==> src/rtl/cla_pkg.sv <==
// Shared op encoding and the generate/propagate combine used by the lookahead tree.
package cla_pkg;

   localparam logic OP_ADD = 1'b0;
   localparam logic OP_SUB = 1'b1;

   // Combine a high (g,p) group with the adjacent low group; returns {g, p}.
   function automatic logic [1:0] gp_merge(input logic g_hi, input logic p_hi,
                                           input logic g_lo, input logic p_lo);
      return {g_hi | (p_hi & g_lo), p_hi & p_lo};
   endfunction

endpackage

==> src/rtl/cla_pipe_if.sv <==
// Operand/result handshake bundle for the pipelined adder/subtractor.
interface cla_pipe_if #(
   parameter int WIDTH = 32
);
   logic             in_valid;
   logic             in_ready;
   logic [WIDTH-1:0] in_a;
   logic [WIDTH-1:0] in_b;
   logic             in_op;
   logic             in_cin;
   logic             out_valid;
   logic             out_ready;
   logic [WIDTH-1:0] out_sum;
   logic             out_cout;
   logic             out_ovf;
   logic             out_zero;

   modport master (
      output in_valid, in_a, in_b, in_op, in_cin, out_ready,
      input  in_ready, out_valid, out_sum, out_cout, out_ovf, out_zero
   );

   modport slave (
      input  in_valid, in_a, in_b, in_op, in_cin, out_ready,
      output in_ready, out_valid, out_sum, out_cout, out_ovf, out_zero
   );
endinterface

==> src/rtl/cla_block.sv <==
// One combinational BLOCK-bit lookahead slice: 4-bit groups resolved locally,
// group carries resolved by a second lookahead level driven straight from cin.
module cla_block
   import cla_pkg::*;
#(
   parameter int BLOCK = 8
) (
   input  logic [BLOCK-1:0] a,
   input  logic [BLOCK-1:0] b,
   input  logic             cin,
   output logic [BLOCK-1:0] sum,
   output logic             g,
   output logic             p,
   output logic             cout,
   output logic             c_msb_in
);
   localparam int NG = BLOCK / 4;

   logic [BLOCK-1:0] bg, bp;
   logic [BLOCK-1:0] pg, pp;
   logic [NG-1:0]    gg, gpp;
   logic [NG-1:0]    ag, ap;
   logic [NG-1:0]    gc;
   logic [BLOCK-1:0] c;

   always_comb begin
      bg  = a & b;
      bp  = a ^ b;
      pg  = '0;
      pp  = '0;
      gg  = '0;
      gpp = '0;
      ag  = '0;
      ap  = '0;
      gc  = '0;
      c   = '0;

      // pg/pp[i]: prefix from the start of the bit's 4-bit group up to bit i
      for (int i = 0; i < BLOCK; i++) begin
         if (i % 4 == 0)
            {pg[i], pp[i]} = {bg[i], bp[i]};
         else
            {pg[i], pp[i]} = gp_merge(bg[i], bp[i], pg[i-1], pp[i-1]);
      end
      for (int j = 0; j < NG; j++) begin
         gg[j]  = pg[4*j+3];
         gpp[j] = pp[4*j+3];
      end

      {ag[0], ap[0]} = {gg[0], gpp[0]};
      for (int j = 1; j < NG; j++)
         {ag[j], ap[j]} = gp_merge(gg[j], gpp[j], ag[j-1], ap[j-1]);

      gc[0] = cin;
      for (int j = 1; j < NG; j++)
         gc[j] = ag[j-1] | (ap[j-1] & cin);

      for (int i = 0; i < BLOCK; i++) begin
         if (i % 4 == 0)
            c[i] = gc[i/4];
         else
            c[i] = pg[i-1] | (pp[i-1] & gc[i/4]);
      end
   end

   assign sum      = bp ^ c;
   assign g        = ag[NG-1];
   assign p        = ap[NG-1];
   assign cout     = ag[NG-1] | (ap[NG-1] & cin);
   assign c_msb_in = c[BLOCK-1];

endmodule

==> src/rtl/cla_pipe.sv <==
// Pipelined carry-lookahead adder/subtractor: one BLOCK-bit slice per stage,
// carry registered between stages, whole pipe freezes on output backpressure.
module cla_pipe
   import cla_pkg::*;
#(
   parameter int WIDTH = 32,
   parameter int BLOCK = 8
) (
   input logic       clk,
   input logic       rst_n,
   cla_pipe_if.slave bus
);
   localparam int NSTAGE = WIDTH / BLOCK;

   typedef logic [WIDTH-1:0] word_t;

   word_t            a_src   [NSTAGE];
   word_t            b_src   [NSTAGE];
   word_t            sum_src [NSTAGE];
   word_t            sum_nxt [NSTAGE];
   logic             cin_src [NSTAGE];
   logic             carry_nxt [NSTAGE];

   logic [BLOCK-1:0] blk_sum  [NSTAGE];
   logic             blk_g    [NSTAGE];
   logic             blk_p    [NSTAGE];
   logic             blk_cout [NSTAGE];
   logic             blk_cmsb [NSTAGE];

   word_t            a_reg     [NSTAGE];
   word_t            b_reg     [NSTAGE];
   word_t            sum_reg   [NSTAGE];
   logic             carry_reg [NSTAGE];
   logic             valid_reg [NSTAGE];
   logic             ovf_reg;
   logic             zero_reg;

   logic             stall;

   assign stall = valid_reg[NSTAGE-1] & ~bus.out_ready;

   // Subtract is A + ~B + 1, formed once at the pipe entry.
   assign a_src[0]   = bus.in_a;
   assign b_src[0]   = (bus.in_op == OP_SUB) ? ~bus.in_b : bus.in_b;
   assign cin_src[0] = (bus.in_op == OP_SUB) ? 1'b1 : bus.in_cin;
   assign sum_src[0] = '0;

   generate
      for (genvar gi = 0; gi < NSTAGE; gi++) begin : g_stage
         if (gi > 0) begin : g_feed
            assign a_src[gi]   = a_reg[gi-1];
            assign b_src[gi]   = b_reg[gi-1];
            assign cin_src[gi] = carry_reg[gi-1];
            assign sum_src[gi] = sum_reg[gi-1];
         end

         cla_block #(
            .BLOCK (BLOCK)
         ) u_blk (
            .a        (a_src[gi][gi*BLOCK +: BLOCK]),
            .b        (b_src[gi][gi*BLOCK +: BLOCK]),
            .cin      (cin_src[gi]),
            .sum      (blk_sum[gi]),
            .g        (blk_g[gi]),
            .p        (blk_p[gi]),
            .cout     (blk_cout[gi]),
            .c_msb_in (blk_cmsb[gi])
         );

         assign carry_nxt[gi] = blk_g[gi] | (blk_p[gi] & cin_src[gi]);
         // Bits above the current slice are still zero, so OR-ing inserts it.
         assign sum_nxt[gi]   = sum_src[gi] | (word_t'(blk_sum[gi]) << (gi*BLOCK));
      end
   endgenerate

   always_ff @(posedge clk or negedge rst_n) begin
      if (!rst_n) begin
         for (int k = 0; k < NSTAGE; k++) begin
            valid_reg[k] <= 1'b0;
            a_reg[k]     <= '0;
            b_reg[k]     <= '0;
            sum_reg[k]   <= '0;
            carry_reg[k] <= 1'b0;
         end
         ovf_reg  <= 1'b0;
         zero_reg <= 1'b0;
      end else if (!stall) begin
         valid_reg[0] <= bus.in_valid;
         for (int k = 1; k < NSTAGE; k++)
            valid_reg[k] <= valid_reg[k-1];
         for (int k = 0; k < NSTAGE; k++) begin
            a_reg[k]     <= a_src[k];
            b_reg[k]     <= b_src[k];
            sum_reg[k]   <= sum_nxt[k];
            carry_reg[k] <= carry_nxt[k];
         end
         ovf_reg  <= blk_cmsb[NSTAGE-1] ^ blk_cout[NSTAGE-1];
         zero_reg <= ~|sum_nxt[NSTAGE-1];
      end
   end

   assign bus.in_ready  = ~stall;
   assign bus.out_valid = valid_reg[NSTAGE-1];
   assign bus.out_sum   = sum_reg[NSTAGE-1];
   assign bus.out_cout  = carry_reg[NSTAGE-1];
   assign bus.out_ovf   = ovf_reg;
   assign bus.out_zero  = zero_reg;

endmodule

==> src/flat_wrapper.sv <==
// flat-port wrapper written by rule: the top's interface ports become plain ports
module cla_pipe_flat import cla_pkg::*;
#(
   parameter int WIDTH = 32,
   parameter int BLOCK = 8
)
  (clk, rst_n, bus_in_valid, bus_in_a, bus_in_b, bus_in_op, bus_in_cin, bus_out_ready, bus_in_ready, bus_out_valid, bus_out_sum, bus_out_cout, bus_out_ovf, bus_out_zero);
  cla_pipe_if #(.WIDTH(WIDTH)) bus_i ();
  input logic clk;
  input logic rst_n;
  input wire logic [$bits(bus_i.in_valid)-1:0] bus_in_valid;
  input wire logic [$bits(bus_i.in_a)-1:0] bus_in_a;
  input wire logic [$bits(bus_i.in_b)-1:0] bus_in_b;
  input wire logic [$bits(bus_i.in_op)-1:0] bus_in_op;
  input wire logic [$bits(bus_i.in_cin)-1:0] bus_in_cin;
  input wire logic [$bits(bus_i.out_ready)-1:0] bus_out_ready;
  output wire logic [$bits(bus_i.in_ready)-1:0] bus_in_ready;
  output wire logic [$bits(bus_i.out_valid)-1:0] bus_out_valid;
  output wire logic [$bits(bus_i.out_sum)-1:0] bus_out_sum;
  output wire logic [$bits(bus_i.out_cout)-1:0] bus_out_cout;
  output wire logic [$bits(bus_i.out_ovf)-1:0] bus_out_ovf;
  output wire logic [$bits(bus_i.out_zero)-1:0] bus_out_zero;
  assign bus_i.in_valid = bus_in_valid;
  assign bus_i.in_a = bus_in_a;
  assign bus_i.in_b = bus_in_b;
  assign bus_i.in_op = bus_in_op;
  assign bus_i.in_cin = bus_in_cin;
  assign bus_i.out_ready = bus_out_ready;
  assign bus_in_ready = bus_i.in_ready;
  assign bus_out_valid = bus_i.out_valid;
  assign bus_out_sum = bus_i.out_sum;
  assign bus_out_cout = bus_i.out_cout;
  assign bus_out_ovf = bus_i.out_ovf;
  assign bus_out_zero = bus_i.out_zero;
  cla_pipe #(.WIDTH(WIDTH), .BLOCK(BLOCK)) u_core (.clk(clk), .rst_n(rst_n), .bus(bus_i));
endmodule
==> config.mk <==
export PLATFORM = sky130hd
export DESIGN_NAME = cla_pipe_flat
export DESIGN_NICKNAME = d
export VERILOG_FILES = /design/src/rtl/cla_pkg.sv /design/src/rtl/cla_pipe_if.sv /design/src/rtl/cla_block.sv /design/src/rtl/cla_pipe.sv /design/src/flat_wrapper.sv
export SDC_FILE = /design/constraint.sdc
export NUM_CORES = 1
export LEC_CHECK = 0
export ABC_AREA = 1
export ABC_CLOCK_PERIOD_IN_PS = 4800
export CAP_MARGIN = 20
export CORE_ASPECT_RATIO = 0.75
export CORE_UTILIZATION = 60
export DETAILED_ROUTE_END_ITERATION = 7
export GPL_ROUTABILITY_DRIVEN = 0
export PLACE_DENSITY_LB_ADDON = 0.1
export SLEW_MARGIN = 20
export SYNTH_ARGS = -nofsm -noshare
export SYNTH_HDL_FRONTEND = slang
export SYNTH_SLANG_ARGS = --single-unit
==> constraint.sdc <==
create_clock -name clk -period 4.8 [get_ports clk]
set_input_delay 0.96 -clock clk [delete_from_list [all_inputs] [get_ports clk]]
set_output_delay 0.96 -clock clk [all_outputs]
set_load 0.05 [all_outputs]
==> parameters.txt, run 1 <==
Parameter                              Value

Status
  Run status ... finished, final reports clean

Setup path
  Count of buffering cells on the critical path with inverters included ... 3
  Critical path's slowest cell ... sky130_fd_sc_hd__nor2_4
  Biggest fanout along the worst timing path ... 43
  Category of the critical setup timing path ... in -> out
  Arrival time of the worst setup path ... 2570 ps
  Worst stage delay on the critical path ... 550 ps
  Crit path launch type ... primary input
  CP delay by family, top ... buffers and inverters
  Endpoint class of the critical path ... output port
  Worst Path Required ... 3840 ps
  Chain of cells forming the critical path ... clkdlybuf4s50_1 -> nor2_4 -> inv_4 -> buf_12

Die
  Die Wd ... 140 um
  # IOs ... 107
  Overall die area ... 0.0147 mm^2
  Placeable Area ... 0.0138 mm^2
  Count of standard-cell rows ... 37
  Die outline height ... 105 um
  Initial cell density of the core ... 61.7%

Finish
  Footprint of the multi-input gates ... 0.00334 mm^2
  Number of antenna repair diodes ... 0
  Leading cell type in the layout, fill and taps excluded ... sky130_fd_sc_hd__nand2_1
  Final instance area ... 0.0102 mm^2
  Net count, final ... 1158
  Synthesis-to-finish area growth ... 20.2%
  Layout cell share with drive strength beyond 1 ... 4.43%
  Filler Cell Count ... 1024
  Seq. cell area ... 0.00465 mm^2
  Top library cells by usage in the layout, fill and taps aside ... sky130_fd_sc_hd__nand2_1 (348), sky130_fd_sc_hd__dfrtp_1 (186), sky130_fd_sc_hd__o21ai_0 (124), sky130_fd_sc_hd__clkdlybuf4s50_1 (103), sky130_fd_sc_hd__inv_1 (82)

Power and ir drop
  Total power of the final layout ... 6.99 mW
  Power density over the cells ... 683 mW/mm^2
  Cell leakage power ... 4.99 nW
  Maximum vdd ir drop ... 327 uV

Clock tree
  Clk Latency, worst-skew pair ... 430 ps
  Post-CTS Setup Inserts ... 0
  Total clock buffers created by CTS ... 17
  Root Buffer ... sky130_fd_sc_hd__clkbuf_16
  Post-CTS Hold Buffers ... 0
  Number of gates resized after CTS ... 0
  CTS tree ... done
  Buffer levels on the longest clock path ... 2
  Clk sinks ... 186
  Clock-pin slew on the worst setup and hold paths ... 60 ps
  Maximum level of the CTS H-tree ... 4

STA
  Share of the clock period used by the worst path ... 73.6%
  Final hold violation count ... 0
  Final setup skew ... 16.0 ps
  Number of max-slew violations in the final report ... 0
  Total Neg Setup Slack ... 0 ps
  Final Critical Period ... 3530 ps
  Setup violations, final ... 0
  Transition time at the pin with the least slew margin ... 895 ps
  Setup repair after global routing missed its margin ... false
  Max Freq ... 283 MHz
  Hold slack final ... 469 ps
  Rel. slew slack ... 40.3%
  Post-route worst setup slack ... 1270 ps

Global route
  Total gr overflow ... 0
  Wire length of the first global-routing pass ... 29300 um
  Via count of the first global-routing pass ... 5886
  Maximum number of pins on one net before global-route repair ... 116
  Total routing usage reported by global routing ... 25.7%
  Initial antenna violation count ... 0

Worst hold path
  Path type of the worst min-delay path ... reg -> reg

Synthesis
  Number of cells produced by synthesis ... 961
  Compound-cell area share of the yosys netlist ... 8.47%
  Synth warn ... 0
  Portion of netlist area occupied by mux cells ... 0%
  Mean post-synth cell area ... 8.85 um^2
  Fraction of the mapped netlist area in simple logic gates ... 19.8%
  Adder-cell share of the synthesized area ... 6.59%
  Post-synthesis instance area ... 0.00851 mm^2
  Synthesized netlist net count ... 1071
  Fraction of the yosys area taken by sequential cells ... 54.7%
  Combinational family with the most area after synthesis ... simple AND/OR/NAND/NOR gates
  Number of distinct library cells after synthesis ... 30
  XOR/XNOR share of the synthesized area ... 4.32%
  Register bit count reported by yosys ... 186

Placed design
  Post-place setup slack ... 1270 ps
  Placed cell area ... 0.00965 mm^2
  Port buffer count ... 106
  Post-DP HPWL ... 11500 um

Route
  Average wire per standard cell ... 14.0 um
  Avg Vias per Cell ... 5.20
  Number of vias in the routed layout ... 6426
  First-pass DRT Iterations ... 5
  Antenna violation net count after detailed routing ... 0
  DRT Wirelength ... 17300 um
  # DRC ... 0
  Number of DRC markers after the initial detailed-route iteration ... 427

Flow run
  Maximum Capacitance Violations ... 0
## final timing paths
| check | cells after the start | startpoint | slack (ps) | endpoint |
|---|---|---|---|---|
| setup / recovery | 4 | bus_out_ready | 1270 | bus_in_ready |
| hold / removal | 2 | u_core.a_reg[95] | 470 | u_core.a_reg[63] |
| setup reg to reg | 17 | u_core.b_reg[57] | 2200 | u_core.bus.out_zero |
| hold reg to reg | 2 | u_core.a_reg[95] | 470 | u_core.a_reg[63] |
| max in group asynchronous | 2 | rst_n | 3230 | u_core.b_reg[83] |
| min in group asynchronous | 1 | rst_n | 640 | u_core.sum_reg[32] |
## worst reg2reg max path: cells and delay by family (launching register included)
kind                     cells  cell delay [ps]
buffers and inverters        1               80
flip-flops                   1              400
AND/OR/NAND/NOR             14             1130
adder cells (fa/ha/maj)      2              930
## cell type report
| cell class | count | share of cell area, % |
|---|---|---|
| clock inverters | 12 | 1.37 |
| clock buffers | 19 | 4.23 |
| flip-flops and latches | 186 | 45.5 |
| inverters | 84 | 3.11 |
| repair buffers | 112 | 11.0 |
| well taps | 175 | 2.14 |
| multi-input cells | 647 | 32.6 |
## power breakdown
part	total [mW]	internal (mW)	switching, mW
sequential	2.69	2.26	0.422
combinational	2.94	1.03	1.91
clock	1.37	0.771	0.597
total	6.99	4.06	2.93
## layer usage
| layer | up-vias | share of wire, % | GRT usage [%] |
|---|---|---|---|
| li1 | 3203 | - | - |
| met4 | 0 | 0.83 | 6.59 |
| met2 | 184 | 42 | 36.6 |
| met3 | 12 | 5.1 | 4.86 |
| met5 | - | 0 | 0 |
| met1 | 3027 | 52 | 40.4 |
## synth_stat cells (all sizes together)
library cell  number  area [um^2]
ha                32          400
o31ai              1         7.51
inv               84          315
o22ai              2         12.5
o21ai            124          621
buf               26          139
a21o               1         7.51
nor3               2         10.0
nand3b             2         15.0
and2               1         8.76
nand4              6         37.5
xor2              13          114
o21a               1         7.51
fa                 8          160
dfrtp            186         4650
nand3             33          170
xnor2             29          254
or2                3         21.3
a21oi              9         45.0
clkbuf            18         67.6
nand2            348         1310
o21bai             1         7.51
nor2              29          114
a31oi              2         12.5
## per-stage QoR
| step | utilization [%] | cells |
|---|---|---|
| floorplan | - | 961 |
| global placement | 70.0 | 1204 |
| detailed placement | 70.0 | 1204 |
| CTS | 74.1 | 1235 |
| global route | 74.1 | 1235 |
| finish | 74.1 | 1235 |
## cells by family (layout without fill, tap and decap cells)
family / after synthesis / in the layout
simple gates: 424 / 424
flops: 186 / 186
compound gates: 141 / 141
buf+inv: 128 / 227
xor+xnor: 42 / 42
fa+ha+maj: 40 / 40
Note: power is estimated with default switching activity, not from simulation.
==> inputs of run 2 (changes only) <==
--- a/config.mk
+++ b/config.mk
@@ -6,10 +6,10 @@
 export NUM_CORES = 1
 export LEC_CHECK = 0
 export ABC_AREA = 1
-export ABC_CLOCK_PERIOD_IN_PS = 4800
+export ABC_CLOCK_PERIOD_IN_PS = 3270
 export CAP_MARGIN = 20
 export CORE_ASPECT_RATIO = 0.75
-export CORE_UTILIZATION = 60
+export CORE_UTILIZATION = 56
 export DETAILED_ROUTE_END_ITERATION = 7
 export GPL_ROUTABILITY_DRIVEN = 0
 export PLACE_DENSITY_LB_ADDON = 0.1
==> constraint.sdc (replaced) <==
create_clock -name clk -period 3.27 [get_ports clk]
set_input_delay 0.654 -clock clk [delete_from_list [all_inputs] [get_ports clk]]
set_output_delay 0.654 -clock clk [all_outputs]
set_load 0.05 [all_outputs]
==> run 2 against run 1 <==
  * Setup slack lost 610 ps
  * Non-clock buffer count grew 1
  * Combinational power grew 46%
  * Die area grew 7.0%
  * Sequential share of layout area shrank 0.27 points
  * Final area grew 0.59%
  * Routed wire length shrank 3.0%
  * Register-to-register slack lost 1500 ps
  * Critical path type is now reg -> reg
  * Largest power group unchanged
  * Highest routed layer unchanged
==> parameters.txt, run 2 (same netlist as run 1, synthesis figures left out) <==
Parameter                              Value

Clock tree
  Post-CTS Setup Inserts ... 0
  Clk Latency, worst-skew pair ... 420 ps
  Total clock buffers created by CTS ... 17
  Maximum level of the CTS H-tree ... 4
  CTS tree ... done
  Root Buffer ... sky130_fd_sc_hd__clkbuf_16
  Post-CTS Hold Buffers ... 0
  Clk sinks ... 186
  Buffer levels on the longest clock path ... 2
  Clock-pin slew on the worst setup and hold paths ... 70 ps
  Number of gates resized after CTS ... 0

Global route
  Total routing usage reported by global routing ... 23.6%
  Wire length of the first global-routing pass ... 28300 um
  Via count of the first global-routing pass ... 5702
  Total gr overflow ... 0
  Met1 Resource Use GR ... 39.6%
  Most Used Layer, Global Route ... met1
  Initial antenna violation count ... 0
  GR met2 Demand/Resource ... 30.7%
  Maximum number of pins on one net before global-route repair ... 221
  Met3 Resource Use GR ... 4.13%

STA
  Rel. slew slack ... 44.3%
  Max Freq ... 383 MHz
  Total Neg Setup Slack ... 0 ps
  Hold slack final ... 251 ps
  Setup violations, final ... 0
  Final hold violation count ... 0
  Share of the clock period used by the worst path ... 79.9%
  Final Critical Period ... 2610 ps
  Final setup skew ... 12.0 ps
  Setup repair after global routing missed its margin ... false
  Post-route worst setup slack ... 656 ps
  Number of max-slew violations in the final report ... 0
  Transition time at the pin with the least slew margin ... 835 ps

Setup path
  Worst Path Required ... 3630 ps
  Crit path launch type ... flip-flop
  Category of the critical setup timing path ... reg -> reg
  Arrival time of the worst setup path ... 2970 ps
  Biggest fanout along the worst timing path ... 4
  Endpoint class of the critical path ... flip-flop

Route
  DRT Wirelength ... 16800 um
  Avg Vias per Cell ... 4.92
  First-pass DRT Iterations ... 5
  Antenna violation net count after detailed routing ... 0
  Average wire per standard cell ... 13.3 um
  Number of DRC markers after the initial detailed-route iteration ... 419
  # DRC ... 0
  Number of vias in the routed layout ... 6210

Status
  Run status ... finished, final reports clean

Power and ir drop
  Power density over the cells ... 987 mW/mm^2
  Total power of the final layout ... 10.2 mW
  Maximum vdd ir drop ... 489 uV
  Power share of the clock group ... 19.3%
  Sequential Power Share ... 38.6%
  Proportion of total power due to net switching ... 41.7%
  Fraction of power consumed by combinational cells ... 42.1%
  Cell leakage power ... 5.02 nW
  Net switching power figure ... 4.23 mW
  Internal power consumption ... 5.92 mW

Die
  # IOs ... 107
  Initial cell density of the core ... 58.1%
  Placeable Area ... 0.0146 mm^2
  Die outline height ... 109 um
  Count of standard-cell rows ... 38
  Die Wd ... 144 um
  Overall die area ... 0.0157 mm^2

Finish
  Leading cell type in the layout, fill and taps excluded ... sky130_fd_sc_hd__nand2_1
  Core occupancy in the finished layout ... 70.3%
  Post-layout instance count excluding filler cells ... 1262
  Number of antenna repair diodes ... 0
  Filler Cell Count ... 1163
  Layout cell share with drive strength beyond 1 ... 4.61%
  Synthesis-to-finish area growth ... 20.9%
  Final instance area ... 0.0103 mm^2
  Net count, final ... 1159
  Top library cells by usage in the layout, fill and taps aside ... sky130_fd_sc_hd__nand2_1 (348), sky130_fd_sc_hd__dfrtp_1 (186), sky130_fd_sc_hd__o21ai_0 (124), sky130_fd_sc_hd__clkdlybuf4s50_1 (103), sky130_fd_sc_hd__inv_1 (82)

Flow run
  Maximum Capacitance Violations ... 0

Placed design
  Port buffer count ... 106
  Cell total after placement ... 1230
  Placed cell area ... 0.00973 mm^2
  Post-place setup slack ... 396 ps
  Post-DP HPWL ... 11400 um

Worst hold path
  Path type of the worst min-delay path ... in -> async
## run 2: cell types whose count changed in the layout (fill, tap and decap cells not counted), sizes merged
| cell | change |
|---|---|
| clkinvlp | -4 |
| bufinv | -1 |
| clkinv | +5 |
| buf | +2 |
## run 2: worst paths after layout
kind / from / to / slack, ps / depth (start not counted)
max reg2reg: u_core.b_reg[57] / u_core.bus.out_zero / 660 / 16
max in group asynchronous: rst_n / u_core.a_reg[60] / 2260 / 2
min in group clk: u_core.b_reg[91] / u_core.b_reg[59] / 470 / 2
min: rst_n / u_core.sum_reg[33] / 250 / 1
min reg2reg: u_core.b_reg[91] / u_core.b_reg[59] / 470 / 2
max: u_core.b_reg[57] / u_core.bus.out_zero / 660 / 16
## run 2: critical path, cell delays in order (launching register included)
cell and delay (ps):
sky130_fd_sc_hd__dfrtp_1 390, sky130_fd_sc_hd__ha_1 360, sky130_fd_sc_hd__nand2_1 90, sky130_fd_sc_hd__nand2_1 70
sky130_fd_sc_hd__nand2_1 40, sky130_fd_sc_hd__nand2_1 50, sky130_fd_sc_hd__nand2_1 40, sky130_fd_sc_hd__nand3_1 120
sky130_fd_sc_hd__inv_1 80, sky130_fd_sc_hd__fa_1 430, sky130_fd_sc_hd__xor2_1 250, sky130_fd_sc_hd__nand4_1 110
sky130_fd_sc_hd__nor2_1 130, sky130_fd_sc_hd__nand3_1 80, sky130_fd_sc_hd__nor2_1 150, sky130_fd_sc_hd__nand3_1 100
sky130_fd_sc_hd__nand2_1 60
## run 2: final cells by class
type / instances / area (um^2) / area share [%]
flip-flops and latches: 186 / 4650 / 45.2
multi-input cells: 647 / 3340 / 32.4
repair buffers: 113 / 1170 / 11.4
clock buffers: 20 / 447 / 4.34
inverters: 84 / 318 / 3.09
well taps: 200 / 250 / 2.43
clock inverters: 12 / 113 / 1.09
## run 2: power by group through the flow
stage	registers [mW]	logic [mW]	clock network, mW
6_report	3.92	4.28	1.96
5_1_grt	4.03	4.84	2.09
4_1_cts	3.91	4.30	1.99
3_5_place_dp	3.94	4.26	0
3_3_place_gp	3.92	4.16	0
2_1_floorplan	4.50	2.36	0
## run 2: layer usage
layer	wire length [um]	vias to the layer above
li1	-	3208
met2	6580	153
met1	9220	2839
met5	0	-
met4	131	0
met3	822	10
